File: config.mk
export PLATFORM = sky130hd
export DESIGN_NAME = seg_scan_mux
export DESIGN_NICKNAME = d
export VERILOG_FILES = /design/src/rtl/seg_scan_mux_pkg.sv /design/src/rtl/refresh_tick_gen.sv /design/src/rtl/seg_scan_mux.sv
export SDC_FILE = /design/constraint.sdc
export NUM_CORES = 1
export LEC_CHECK = 0
export ABC_AREA = 1
export CAP_MARGIN = 20
export CORE_ASPECT_RATIO = 1.1
export CORE_MARGIN = 2
export CORE_UTILIZATION = 50
export CTS_CLUSTER_DIAMETER = 120
export DETAILED_ROUTE_END_ITERATION = 16
export HOLD_SLACK_MARGIN = 0.02
export PLACE_DENSITY_LB_ADDON = 0.2
export SETUP_SLACK_MARGIN = 0.05
export SLEW_MARGIN = 20
export SYNTH_ARGS = -nofsm -noshare
export SYNTH_HDL_FRONTEND = slang
export SYNTH_SLANG_ARGS = --single-unit
File: constraint.sdc
create_clock -name clk -period 4.2 [get_ports clk]
set_clock_uncertainty 0.1 [all_clocks]
set_input_delay 1.26 -clock clk [delete_from_list [all_inputs] [get_ports clk]]
set_output_delay 1.26 -clock clk [all_outputs]
set_load 0.01 [all_outputs]
File: src/rtl/seg_scan_mux_pkg.sv
// Shared definitions for the seven-segment display blocks: widths, the
// all-off anode pattern and the leading-zero blanking helper.
package seg_scan_mux_pkg;

    localparam int NIBBLE_W   = 4;
    localparam int MAX_DIGITS = 8;

    // Common-anode banks: a high anode bit turns that digit off.
    localparam logic [MAX_DIGITS-1:0] ANODE_OFF = '1;

    // Returns 1 when `digit` is a leading zero that should be blanked:
    // blanking is enabled, the digit is not the rightmost one, and every
    // nibble from `digit` up to the most significant digit is zero.
    function automatic logic lz_digit_blank(
        input logic [NIBBLE_W*MAX_DIGITS-1:0] nibbles,
        input int                             num_digits,
        input int                             digit,
        input logic                           blank_en
    );
        logic all_zero;
        all_zero = 1'b1;
        for (int i = 0; i < MAX_DIGITS; i++) begin
            if (i >= digit && i < num_digits &&
                nibbles[i*NIBBLE_W +: NIBBLE_W] != '0) begin
                all_zero = 1'b0;
            end
        end
        return blank_en && (digit != 0) && all_zero;
    endfunction

endpackage

File: src/rtl/refresh_tick_gen.sv
// Free-running divider that emits a single-cycle tick every DIV enabled
// cycles; the count freezes while enable_i is low.
module refresh_tick_gen #(
    parameter int DIV = 100000
) (
    input  logic clk,
    input  logic reset,
    input  logic enable_i,
    output logic tick_o
);

    localparam int CNT_W = (DIV > 1) ? $clog2(DIV) : 1;
    localparam logic [CNT_W-1:0] CNT_LAST = CNT_W'(DIV - 1);

    logic [CNT_W-1:0] count_q;
    logic [CNT_W-1:0] count_d;

    // NOTE: every signal written here gets a default first, so no path
    // leaves it unassigned and no latch is inferred.
    always_comb begin
        tick_o  = enable_i && (count_q == CNT_LAST);
        count_d = count_q;
        if (enable_i) begin
            count_d = tick_o ? '0 : count_q + 1'b1;
        end
    end

    // NOTE: state registers use non-blocking assignments so every flop
    // samples pre-edge values regardless of process ordering.
    always_ff @(posedge clk) begin
        if (reset) begin
            count_q <= '0;
        end else begin
            count_q <= count_d;
        end
    end

endmodule

File: src/rtl/seg_scan_mux.sv
// Time-multiplexed scanner for common-anode seven-segment banks with a
// load-controlled data snapshot, leading-zero blanking and decimal points.
module seg_scan_mux
    import seg_scan_mux_pkg::*;
#(
    parameter  int NUM_DIGITS  = 4,
    parameter  int REFRESH_DIV = 100000,
    localparam int IDX_W       = $clog2(NUM_DIGITS)
) (
    input  logic                           clk,
    input  logic                           reset,
    input  logic                           enable,
    input  logic                           load,
    input  logic [NIBBLE_W*NUM_DIGITS-1:0] data,
    input  logic [NUM_DIGITS-1:0]          dp_in,
    input  logic                           blank_lz,
    output logic [NUM_DIGITS-1:0]          an,
    output logic [NIBBLE_W-1:0]            hex_num,
    output logic                           dp,
    output logic [IDX_W-1:0]               digit_idx
);

    localparam logic [IDX_W-1:0] IDX_LAST = IDX_W'(NUM_DIGITS - 1);

    logic                           tick;
    logic [IDX_W-1:0]               idx_q, idx_d;
    logic [NIBBLE_W*NUM_DIGITS-1:0] shadow_data_q, shadow_data_d;
    logic [NUM_DIGITS-1:0]          shadow_dp_q, shadow_dp_d;
    logic [NIBBLE_W*MAX_DIGITS-1:0] data_pad;
    logic [NUM_DIGITS-1:0]          blank_mask;
    logic [NUM_DIGITS-1:0]          an_q, an_d;
    logic [NIBBLE_W-1:0]            hex_q, hex_d;
    logic                           dp_q, dp_d;

    refresh_tick_gen #(
        .DIV (REFRESH_DIV)
    ) u_tick (
        .clk      (clk),
        .reset    (reset),
        .enable_i (enable),
        .tick_o   (tick)
    );

    always_comb begin
        shadow_data_d = shadow_data_q;
        shadow_dp_d   = shadow_dp_q;
        if (load) begin
            shadow_data_d = data;
            shadow_dp_d   = dp_in;
        end
        idx_d = idx_q;
        if (tick) begin
            idx_d = (idx_q == IDX_LAST) ? '0 : idx_q + 1'b1;
        end
    end

    // Widen the snapshot to the helper's fixed width; unused digits read as zero.
    always_comb begin
        data_pad = '0;
        data_pad[NIBBLE_W*NUM_DIGITS-1:0] = shadow_data_q;
    end

    for (genvar g = 0; g < NUM_DIGITS; g++) begin : g_blank
        assign blank_mask[g] = lz_digit_blank(data_pad, NUM_DIGITS, g, blank_lz);
    end

    // A blanked slot shows nothing at all, including its decimal point.
    always_comb begin
        an_d  = ANODE_OFF[NUM_DIGITS-1:0];
        hex_d = '0;
        dp_d  = 1'b0;
        for (int d = 0; d < NUM_DIGITS; d++) begin
            if (idx_q == IDX_W'(d) && !blank_mask[d]) begin
                hex_d   = shadow_data_q[d*NIBBLE_W +: NIBBLE_W];
                dp_d    = shadow_dp_q[d] & enable;
                an_d[d] = ~enable;
            end
        end
    end

    // NOTE: the shadow snapshot is reset along with control state so a
    // freshly reset display shows zeros instead of stale or random data.
    always_ff @(posedge clk) begin
        if (reset) begin
            idx_q         <= '0;
            shadow_data_q <= '0;
            shadow_dp_q   <= '0;
            an_q          <= ANODE_OFF[NUM_DIGITS-1:0];
            hex_q         <= '0;
            dp_q          <= 1'b0;
            digit_idx     <= '0;
        end else begin
            idx_q         <= idx_d;
            shadow_data_q <= shadow_data_d;
            shadow_dp_q   <= shadow_dp_d;
            an_q          <= an_d;
            hex_q         <= hex_d;
            dp_q          <= dp_d;
            digit_idx     <= idx_q;
        end
    end

    assign an      = an_q;
    assign hex_num = hex_q;
    assign dp      = dp_q;

endmodule

==> metrics.cfg, run 1 <==
[placed_design]
dp_hpwl_um=3530
port-buffer-count=35
gp_congestion=0.878
dp_cells=382

[pwr]
pwr-share-clk_pct=31.4
power_leakage_uw=0.00118
p_int_uw=646
p_comb_share_pct=9.5
pwr-share-seq_pct=59.1
power_density_nw_per_um2=317
switching_power_uw=200
swShare_pct=23.6
irDropWorstVdd_mv=0.233

[logic_synthesis]
synthCells=300
yosys.area_share.simple_pct=30.2
syn_avg_cell_area_um2=7.35
syn_nets=330
netlist_area_um2=2210
ys_types=30
ys_top_cells_by_area=dfxtp_1 (45%), nand2_1 (8.7%), nor2_1 (8.5%)
ys.warnings.count=0
ys_seq_area_share_pct=45.4
synth_compound_gate_area_share_pct=12.8
netlist.area_leader.share_pct=45.4
synth_area_leader_cell=dfxtp_1
synth_top_family_by_area=simple AND/OR/NAND/NOR gates
synthMuxAreaShare_pct=0
ys_ff_latch=50
synthAdderAreaFrac_pct=2.84
synth_xor_area_share_pct=0.794

[final_layout]
nFillCells=400
nets=365
final_common_cell=nand2_1
antennaDiodeCount=0
final_core_util_pct=62.4
most-common-layout-cells=nand2_1 (51), nor2_1 (50), dfxtp_1 (50)
area_delta_synth_final_pct=21.2
layout.cells.non_filler=389
drive_gt1_share_pct=6.27

[clocking]
ctsResizeCount=0
cts.sinks=50
htree_levels=2
clk_pin_slew_ns=0.09
numCtsBuffers=5
postCtsHoldBufs=0
clock_latency_ns=0.30
post-cts-setup-buffer-count=0
tritoncts=done
clk_path_buf_depth=2
root_buffer=clkbuf_8

[timing]
final-hold-violation-count=0
worstMarginPinSlew_ns=0.763
fin_setup_tns_ns=0
grt_setup_unrepaired=no
slew_headroom_pct=49.1
finalSetupViolations=0
report.final.slew_viol_count=0
fin_crit_sh_pct=66.8
layout_min_cycle_time_ns=2.80
fmax_mhz=357

[route]
remaining_drc_errors=0
dr.pass1.iters=4
avgRoutedWirePerCell_um=12.0
drt_first_iter_violations=74
ant_nets=0
vias=1941
viasPerCell=4.99
drt-total-wl_um=4670

[setup_path]
critPathSlowestCell=inv_1
cp_cell_sequence=clkdlybuf4s50_1 -> inv_1 -> nand2_4 -> inv_4 -> nand2_1 -> nor2_1
critical_path_required_ns=4.34
worstPathMaxFanout=26
crit_type=in2reg
critPathMaxStageDelay_ns=0.61
start_kind=primary input
cp_data_arrival_time_ns=2.95
cp-end-kind=register

[run_status]
status=completed

[global_route]
grt_max_degree=31
grt_pass1_vias=1900
antenna_found_initial=0
grt-ovfl-total=0
track_usage_pct=21.0
grt_pass1_wl_um=7860

[floorplan]
io_pins=36
start_util_pct=51.5
coreArea_um2=4290
die_area_um2=4960
fp.dieH_um=73.7
rows=25
die_w_um=67.3

[hold_path]
hold_class=reg2reg

[run]
maxCapViolCount=0

[kinds of logic after synthesis]
family,Yosys count
compound gates,54
xor+xnor,2
fa+ha+maj,5
buf+inv,46
flops,50
simple gates,143
[routing by layer]
metal	share of wire, %	track usage, %	vias to the layer above
li1	-	-	1029
met1	42	22.2	874
met2	52	39.6	28
met3	3.0	4.29	10
met4	2.2	8.62	0
met5	0	0	-
[layout make-up]
type	count	area (um2)	share of cell area (%)
multi-input combinational	204	1030	38.5
timing repair buffer	35	350	13.1
clock buffer	7	76.3	2.85
sequential	50	1000	37.4
inverter	39	149	5.57
tap	54	67.6	2.53
[critical path: cells and delay by family]
family / cells / cell delay [ns]
buffers and inverters: 3 / 1.33
and+or+nand+nor: 3 / 0.35
[power by group through the flow]
stage          Combinational, uW  Sequential, uW  Clock, uW
2_1_floorplan               42.5             510          0
3_3_place_gp                79.8             512          0
3_5_place_dp                80.8             512          0
4_1_cts                     81.3             500        270
5_1_grt                     90.9             503        290
6_report                    80.6             500        266
[sequential cells by signal (all words and copies together) (netlist names)]
| register | flops |
|---|---|
| digit_idx | 2 |
| shadow_dp_q | 4 |
| hex_num | 4 |
| u_tick.count_q | 17 |
| an | 4 |
| shadow_data_q | 16 |
| idx_q | 2 |
| dp | 1 |
[path summary, 6_finish.rpt]
| path | start | endpoint | slack [ns] | cells after the start |
|---|---|---|---|---|
| worst max-delay path | reset | u_tick.count_q[15] | 1.40 | 6 |
| worst min-delay path | shadow_data_q[13] | hex_num[1] | 0.36 | 2 |
| worst max register to register | u_tick.count_q[1] | u_tick.count_q[0] | 2.48 | 8 |
| worst min register to register | shadow_data_q[13] | hex_num[1] | 0.36 | 2 |
[Yosys cell counts (all sizes together)]
| master | count |
|---|---|
| nor2 | 55 |
| xnor2 | 1 |
| dfxtp | 50 |
| a21oi | 20 |
| a31oi | 1 |
| ha | 5 |
| nor3b | 3 |
| inv | 39 |
| nand3 | 17 |
| o21bai | 1 |
| nand2 | 53 |
| xor2 | 1 |
| a211oi | 1 |
| nor3 | 8 |
| nand4 | 4 |
| and3 | 1 |
| nor4 | 2 |
| o21ai | 30 |
| o211ai | 1 |
| clkbuf | 7 |
[through the flow]
step | power [uW] | cell area (um2) | worst slack (ns) | hold WS [ns]
3_3_place_gp | 591 | 2600 | 1.09 | 0.356
6_report | 847 | 2670 | 1.40 | 0.362
4_1_cts | 852 | 2670 | 1.38 | 0.375
2_1_floorplan | 553 | 2210 | 1.98 | 0.344
3_5_place_dp | 592 | 2600 | 1.07 | 0.363
5_1_grt | 883 | 2670 | 1.22 | 0.389
No activity file was read; power rests on OpenSTA's default activity.
==> run 2: changes to the inputs <==
==> constraint.sdc (replaced) <==
create_clock -name clk -period 2.8 [get_ports clk]
set_clock_uncertainty 0.1 [all_clocks]
set_input_delay 0.84 -clock clk [delete_from_list [all_inputs] [get_ports clk]]
set_output_delay 0.84 -clock clk [all_outputs]
set_load 0.01 [all_outputs]
==> run 2 against run 1 <==
- sequential power up 50%
- global-route usage down 0.19 points
- register-to-register slack worse by 1.4 ns
- wire length about the same
- count of clock-buffer cells in the layout down 1
- critical path depth up 2
- via count up 1.8%
- combinational power up 58%
- total power up 76%
- non-clock buffer count up 6
==> metrics.cfg, run 2 (synthesis gave the netlist of run 1 again) <==
[run_status]
status=completed

[final_layout]
final_common_cell=nand2_1
final_core_util_pct=65.0  ; +2.6 points
most-common-layout-cells=nand2_1 (51), nor2_1 (50), dfxtp_1 (50)
drive_gt1_share_pct=8.77  ; +2.5 points
largest_register=u_tick.count_q
nFillCells=379  ; -5.3%
area_delta_synth_final_pct=26.3
nets=371  ; +1.6%
largest_registers=u_tick.count_q: 17 flops, shadow_data_q: 16 flops
largest_reg_flops=17  ; unchanged
antennaDiodeCount=0  ; unchanged

[floorplan]
coreArea_um2=4290  ; unchanged
fp.dieH_um=73.7  ; unchanged
die_area_um2=4960  ; unchanged
die_w_um=67.3  ; unchanged
start_util_pct=51.5  ; unchanged
io_pins=36  ; unchanged
rows=25  ; unchanged

[timing]
finalSetupViolations=0  ; unchanged
layout_setup_ws_ns=0.637  ; -0.759 ns
fmax_mhz=462
worstMarginPinSlew_ns=0.566  ; -0.196 ns
layout_min_cycle_time_ns=2.16
timing.hold.ws_ns=0.372  ; +0.00939 ns
grt_setup_unrepaired=no
slew_headroom_pct=62.2  ; +13 points
fin_setup_tns_ns=0  ; unchanged
fin_crit_sh_pct=77.2
final-hold-violation-count=0  ; unchanged
report.final.slew_viol_count=0  ; unchanged

[global_route]
track_usage_pct=20.8  ; -0.19 points
grt_pass1_wl_um=7800  ; -0.71%
grt-ovfl-total=0  ; unchanged
grt_max_degree=23  ; -26%
antenna_found_initial=0  ; unchanged
grt_pass1_vias=1876  ; -1.3%

[clocking]
root_buffer=clkbuf_8
tritoncts=done
numCtsBuffers=5  ; unchanged
cts.sinks=50  ; unchanged
postCtsHoldBufs=0  ; unchanged
clk_path_buf_depth=2  ; unchanged
ctsResizeCount=0  ; unchanged
clock_latency_ns=0.30  ; about the same
htree_levels=2  ; unchanged
post-cts-setup-buffer-count=0  ; unchanged
clk_pin_slew_ns=0.09  ; about the same

[placed_design]
gp_congestion=0.917  ; +4.5%
dp_hpwl_um=3600  ; +2.0%
dp_slack_ns=0.331  ; -0.736 ns
port-buffer-count=35  ; unchanged

[setup_path]
worstPathMaxFanout=6  ; -77%
cp_cell_sequence=clkdlybuf4s50_1 -> buf_4 -> nand4_1 -> nor2_2 -> nand2_1 -> nor3_2 -> a21oi_1 -> nor2_1
start_kind=primary input
crit_type=in2reg
cp_data_arrival_time_ns=2.31  ; -0.64 ns
critPathSlowestCell=clkdlybuf4s50_1
critPathMaxStageDelay_ns=0.49  ; -0.12 ns
cp-end-kind=register
critical_path_required_ns=2.94  ; -1.40 ns

[hold_path]
hold_class=reg2reg

[route]
avgRoutedWirePerCell_um=11.8  ; -1.9%
drt_first_iter_violations=77  ; +4.1%
vias=1976  ; +1.8%
ant_nets=0  ; unchanged
remaining_drc_errors=0  ; unchanged
drt-total-wl_um=4670  ; about the same
viasPerCell=4.99  ; about the same
dr.pass1.iters=4  ; unchanged

[pwr]
totalPowerFinal_uw=1490  ; +76%
power_leakage_uw=0.00124  ; +5.2%
power_density_nw_per_um2=536  ; +69%
irDropWorstVdd_mv=0.319  ; +37%

[run]
maxCapViolCount=0  ; unchanged

==> run 2: cell count changes in the layout (fill, tap and decap cells not counted) <==
cell,before,now
clkbuf_8,5,6
buf_4,0,6
clkbuf_1,2,0
bufinv_16,0,2
==> run 2: layer usage <==
layer	vias up	share of wire, %	track usage (%)	wire (um)
met5	-	0	0	0
met4	0	1.7	9.75	78
met3	8	2.8	4.44	129
met2	25	54	39.1	2500
met1	902	42	21.6	1960
li1	1041	-	-	-
==> run 2: path summary, 6_finish.rpt <==
kind	from	endpoint	slack, ns	cells past startpoint
worst max-delay path	enable	u_tick.count_q[13]	0.64	8
worst min-delay path	shadow_data_q[12]	shadow_data_q[12]	0.37	2
worst max register to register	u_tick.count_q[0]	u_tick.count_q[14]	1.12	10
worst min register to register	shadow_data_q[12]	shadow_data_q[12]	0.37	2
==> run 2: layout make-up <==
class	count	area (um2)	share of cell area (%)
Clock inverter	2	60.1	2.16
Clock buffer	6	82.6	2.96
Inverter	39	149	5.35
Multi-Input combinational cell	204	1030	37.0
Timing Repair Buffer	41	395	14.2
Sequential cell	50	1000	35.9
Tap cell	54	67.6	2.43
==> run 2: worst max-delay path: cells and delay by family <==
family	cells	cell delay, ns
AO/OA/AOI/OAI	1	0.10
AND/OR/NAND/NOR	5	0.75
buffers and inverters	2	0.63
==> run 2: where the power goes <==
part	internal, uW	total, uW	switching, uW
Sequential	737	752	14.9
Clock	381	614	234
Combinational	65.2	127	62.1
Total	1180	1490	311
==> run 2: through the flow <==
stage	instance area, um2	std cells
detailed placement	2640	388
finish	2790	396
global route	2790	396
CTS	2790	396
floorplan	2210	300
global placement	2640	388
